`config.mk`:
```
export PLATFORM = sky130hd
export DESIGN_NAME = demux_buffered
export DESIGN_NICKNAME = d
export VERILOG_FILES = /design/src/rtl/demux_buffered.sv
export SDC_FILE = /design/constraint.sdc
export NUM_CORES = 1
export LEC_CHECK = 0
export ABC_AREA = 1
export BUFFER_PORTS_ARGS = -buffer_cell sky130_fd_sc_hd__buf_2
export CORE_ASPECT_RATIO = 1.5
export CORE_MARGIN = 1.5
export CORE_UTILIZATION = 52
export CTS_CLUSTER_DIAMETER = 60
export DETAILED_ROUTE_END_ITERATION = 8
export GPL_ROUTABILITY_DRIVEN = 0
export HOLD_SLACK_MARGIN = 0.05
export PLACE_DENSITY = 0.84
export SETUP_SLACK_MARGIN = 0.15
export SLEW_MARGIN = 20
export SYNTH_ARGS = -nofsm -noshare
export SYNTH_HDL_FRONTEND = slang
export SYNTH_HIERARCHICAL = 1
export SYNTH_SLANG_ARGS = --single-unit
```
`constraint.sdc`:
```
create_clock -name clk -period 2.14 [get_ports clk]
set_input_delay 0.107 -clock clk [delete_from_list [all_inputs] [get_ports clk]]
set_output_delay 0.107 -clock clk [all_outputs]
set_load 0.01 [all_outputs]
```
`src/rtl/demux_buffered.sv`:
```
// rtl/demux_buffered.sv - 1-to-2 stream demux with a 2-entry FIFO and a transfer counter per port
module demux_buffered_fifo2 #(
    parameter int width = 16
) (
    input  logic             clk,
    input  logic             rst,
    input  logic             i_push,
    input  logic [width-1:0] i_data,
    input  logic             i_ready,
    output logic             o_valid,
    output logic             o_full,
    output logic [width-1:0] o_data
);
    logic [width-1:0] r_mem [2];
    logic             r_wptr;
    logic             r_rptr;
    logic [1:0]       r_occ;
    logic [width-1:0] r_head;

    logic             w_pop;
    logic             w_rptr_n;
    logic [1:0]       w_occ_n;
    logic [width-1:0] w_head_n;

    assign o_valid = (r_occ != 2'd0);
    assign o_full  = (r_occ == 2'd2);
    assign o_data  = r_head;
    assign w_pop   = o_valid && i_ready;

    // The head is a register of its own so it keeps its last value when the FIFO drains.
    always_comb begin
        w_rptr_n = r_rptr ^ w_pop;
        w_occ_n  = r_occ + {1'b0, i_push} - {1'b0, w_pop};
        w_head_n = r_head;
        if (w_occ_n != 2'd0) begin
            if (i_push && (r_wptr == w_rptr_n))
                w_head_n = i_data;
            else
                w_head_n = r_mem[w_rptr_n];
        end
    end

    always_ff @(posedge clk) begin
        if (rst) begin
            r_mem[0] <= '0;
            r_mem[1] <= '0;
            r_wptr   <= 1'b0;
            r_rptr   <= 1'b0;
            r_occ    <= 2'd0;
            r_head   <= '0;
        end else begin
            if (i_push) begin
                r_mem[r_wptr] <= i_data;
                r_wptr        <= ~r_wptr;
            end
            r_rptr <= w_rptr_n;
            r_occ  <= w_occ_n;
            r_head <= w_head_n;
        end
    end
endmodule

module demux_buffered #(
    parameter int width     = 16,
    parameter int cnt_width = 16
) (
    input  logic                 clk,
    input  logic                 rst,
    input  logic                 in_valid,
    input  logic                 in_sel,
    input  logic [width-1:0]     in_data,
    output logic                 in_ready,
    output logic                 out0_valid,
    output logic [width-1:0]     out0_data,
    input  logic                 out0_ready,
    output logic                 out1_valid,
    output logic [width-1:0]     out1_data,
    input  logic                 out1_ready,
    output logic [cnt_width-1:0] cnt0,
    output logic [cnt_width-1:0] cnt1
);
    logic                 w_full0;
    logic                 w_full1;
    logic                 w_push0;
    logic                 w_push1;
    logic [cnt_width-1:0] r_cnt0;
    logic [cnt_width-1:0] r_cnt1;

    // Readiness looks only at the selected FIFO's occupancy, never at the consumer side.
    assign in_ready = in_sel ? ~w_full1 : ~w_full0;
    assign w_push0  = in_valid && in_ready && !in_sel;
    assign w_push1  = in_valid && in_ready &&  in_sel;
    assign cnt0     = r_cnt0;
    assign cnt1     = r_cnt1;

    demux_buffered_fifo2 #(.width(width)) u_fifo0 (
        .clk     (clk),
        .rst     (rst),
        .i_push  (w_push0),
        .i_data  (in_data),
        .i_ready (out0_ready),
        .o_valid (out0_valid),
        .o_full  (w_full0),
        .o_data  (out0_data)
    );

    demux_buffered_fifo2 #(.width(width)) u_fifo1 (
        .clk     (clk),
        .rst     (rst),
        .i_push  (w_push1),
        .i_data  (in_data),
        .i_ready (out1_ready),
        .o_valid (out1_valid),
        .o_full  (w_full1),
        .o_data  (out1_data)
    );

    always_ff @(posedge clk) begin
        if (rst) begin
            r_cnt0 <= '0;
            r_cnt1 <= '0;
        end else begin
            if (w_push0) r_cnt0 <= r_cnt0 + 1'b1;
            if (w_push1) r_cnt1 <= r_cnt1 + 1'b1;
        end
    end
endmodule

```
==> impl_metrics.env <==
export IMPL_yosysSeqAreaShare_pct=49.9
export IMPL_path_cells="o21ai_4 > inv_2 > ha_4 > inv_2 > ha_4 > xnor2_4 > xor2_2 > nand2_4 > clkbuf_16 > or2_4 > nand3_2 > inv_2"
export IMPL_viasPerCell=5.35
export IMPL_num_rows=50
export IMPL_end_kind="flop"
export IMPL_ys_flop_type="dfxtp_1"
export IMPL_die_h_um=142
export IMPL_cts_max_level=4
export IMPL_final_util_pct=68.9
export IMPL_drcViolationCount=0
export IMPL_cts_buffers=17
export IMPL_run_status="finished with violations"
export IMPL_portBuffers=88
export IMPL_maxSlewHeadroom_pct=69.6
export IMPL_rsz0062_at_grt="true"
export IMPL_cp_max_fo=8
export IMPL_p_switching_uw=4410
export IMPL_antenna_found_initial=0
export IMPL_path_clk_slew_ns=0.06
export IMPL_critPathRequiredTime_ns=2.47
export IMPL_io_pins=89
export IMPL_pwr_share_comb_pct=46.5
export IMPL_syn_cell_area_um2=6740
export IMPL_cpLargestDelayFamily="adder cells"
export IMPL_clkSinkCount=136
export IMPL_grt_overflow_total=0
export IMPL_clock_fmax_ghz=0.449
export IMPL_leakagePower_uw=0.00406
export IMPL_switching_share_pct=35.8
export IMPL_skew_ns=0.0106
export IMPL_cp_num_buf_inv=4
export IMPL_wl_per_cell_um=15.4
export IMPL_dieWidth_um=96.0
export IMPL_final_max_slew_viol_count=0
export IMPL_finalPower_uw=12300
export IMPL_synth_area_leaders="edfxtp_1 (29%), dfxtp_1 (21%), nand3_1 (12%)"
export IMPL_dieArea_um2=13700
export IMPL_grt_pass1_vias=5716
export IMPL_area_delta_synth_final_pct=28.6
export IMPL_fin_crit_ns=2.23
export IMPL_power_frac_clock_pct=26.3
export IMPL_grt_usage_pct=25.7
export IMPL_synth_top_area_cell="edfxtp_1"
export IMPL_nets=992
export IMPL_synthesis_nets=871
export IMPL_synth_area_per_cell_um2=7.99
export IMPL_core_um2=12600
export IMPL_syn_inst=843
export IMPL_worstSkewPairLatency_ns=0.43
export IMPL_synth_top_area_share_pct=28.5
export IMPL_ir_drop_mv=0.843
export IMPL_grt_max_degree=24
export IMPL_setup_slack_ns=-0.0874
export IMPL_async_flop_share_pct=0
export IMPL_worst_setup_path_type="reg2reg"
export IMPL_seq_power_share_pct=27.1
export IMPL_multi_input_area_um2=3120
export IMPL_grt_pass1_wl_um=27000
export IMPL_cts_tree="built"
export IMPL_max_stage_delay_ns=0.36
export IMPL_ys_ff_latch=136
export IMPL_worstSetupStartpointType="flop"
export IMPL_fin_crit_sh_pct=104
export IMPL_power_density_nw_per_um2=1420
export IMPL_finalWirelength_um=17500
export IMPL_cap_violations=0
export IMPL_critPathSlowestCell="dfxtp_4"
export IMPL_synthTopCellsByCount="nand2_1 (175), nand3_1 (155), nor2_1 (109), inv_1 (91), dfxtp_1 (72)"
export IMPL_hold_class="in2reg"
export IMPL_synth_edff_count=64
export IMPL_cts_root_buffer="clkbuf_16"
export IMPL_ff_latch_area_um2=3370
export IMPL_initial_core_util_pct=53.6
export IMPL_layout_drive_gt1_share_pct=29.3
export IMPL_drt_iter0_markers=500
export IMPL_hpwlAfterDp_um=11300
export IMPL_p_int_uw=7900
export IMPL_diodes=0
export IMPL_violations="setup timing"
export IMPL_hold_viol_final=0
export IMPL_cts_hold_buf=0
export IMPL_yosys_warnings=6
export IMPL_fill_cells=935
export IMPL_setup_violations=26
export IMPL_worst_ep_arrival_time_ns=2.56
export IMPL_hold_slack_ns=0.0860
export IMPL_crit_top_cell="inv_2"
export IMPL_cts_buffer_depth=2
export IMPL_tightest_slew_ns=0.455
export IMPL_drt_pre_antenna_iters=5
export IMPL_yosysMostFrequentCell="nand2_1"
export IMPL_synth_distinct_cells=36
export IMPL_ant_nets=0
export IMPL_reg2reg_slack_ns=-0.09
export IMPL_tns_ns=-0.976
export IMPL_num_vias=6067
[cell families (layout without fill, tap and decap cells)]
logic type / Yosys count / in the layout / share of synthesized area, %
xor+xnor: 7 / 7 / 0.910
compound gates: 30 / 30 / 2.40
simple gates: 520 / 520 / 36.8
flops: 136 / 136 / 49.9
buf+inv: 144 / 278 / 8.86
fa+ha+maj: 6 / 6 / 1.11
[layer usage]
layer  vias up  global-route usage, %  part of all wire [%]
met5         -                      0                     0
met4         0                   10.8                   2.7
met3        48                   5.13                   6.3
met2       252                   44.8                    53
met1      2823                   30.1                    38
li1       2944                      -                     -
[state kept, by name (all words and copies together), names as in the netlist, 2 cells and up]
register / cells
u_fifo0/r_mem: 32
u_fifo1/r_mem: 32
cnt0: 16
cnt1: 16
u_fifo0/o_data: 16
u_fifo1/o_data: 16
u_fifo0/r_occ: 2
u_fifo1/r_occ: 2
[metrics by stage]
| step | setup slack [ns] | cell area, um2 | cells |
|---|---|---|---|
| finish | -0.0874 | 8660 | 1133 |
| global route | -0.161 | 8660 | 1133 |
| CTS | -0.0360 | 8380 | 1128 |
| detailed placement | -0.125 | 7550 | 1083 |
| global placement | -0.0153 | 7550 | 1083 |
| floorplan | 0.116 | 6870 | 843 |
[layout make-up]
class,instances,share of cell area [%]
sequential,136,38.9
tap,156,2.25
timing repair buffer,131,10.4
clock buffer,18,4.95
clock inverter,14,2.51
inverter,115,5.03
multi-input combinational,563,36.0
[cells in the final DEF (no fill, tap or decap), drive strengths merged]
cell,netlist,layout
a21o,1,1
a21oi,16,16
a31oi,1,1
and2,1,1
buf,20,130
bufinv,0,5
clkbuf,9,19
clkinv,3,6
clkinvlp,0,1
dfxtp,72,72
edfxtp,64,64
ha,6,6
inv,112,117
nand2,190,190
nand3,163,163
nand4,4,4
nor2,124,124
nor3,9,9
nor3b,1,1
o21ai,12,12
or2,28,28
xnor2,2,2
xor2,5,5
[path summary, 6_finish.rpt]
| check | start | end | depth (start not counted) |
|---|---|---|---|
| min reg2reg | u_fifo1/o_data[9] | u_fifo1/o_data[9] | 2 |
| max reg2reg | u_fifo0/r_occ[0] | u_fifo0/o_data[7] | 12 |
| max | u_fifo0/r_occ[0] | u_fifo0/o_data[7] | 12 |
| min | rst | u_fifo0/r_rptr | 2 |
[power by group through the flow]
| stage | clock (uW) | combinational (uW) | sequential [uW] |
|---|---|---|---|
| floorplan | 0 | 3040 | 3460 |
| global placement | 0 | 4100 | 3370 |
| detailed placement | 0 | 4210 | 3390 |
| CTS | 3280 | 4950 | 3340 |
| global route | 3390 | 6210 | 3390 |
| finish | 3240 | 5720 | 3340 |
[what timing repair did]
item,CTS,global route
endpoints found under the setup margin,69,61
setup buffers,12,4
gates cloned,1,1
resized for setup,15,48
pin swaps,10,10
(Power assumes the default switching activity.)
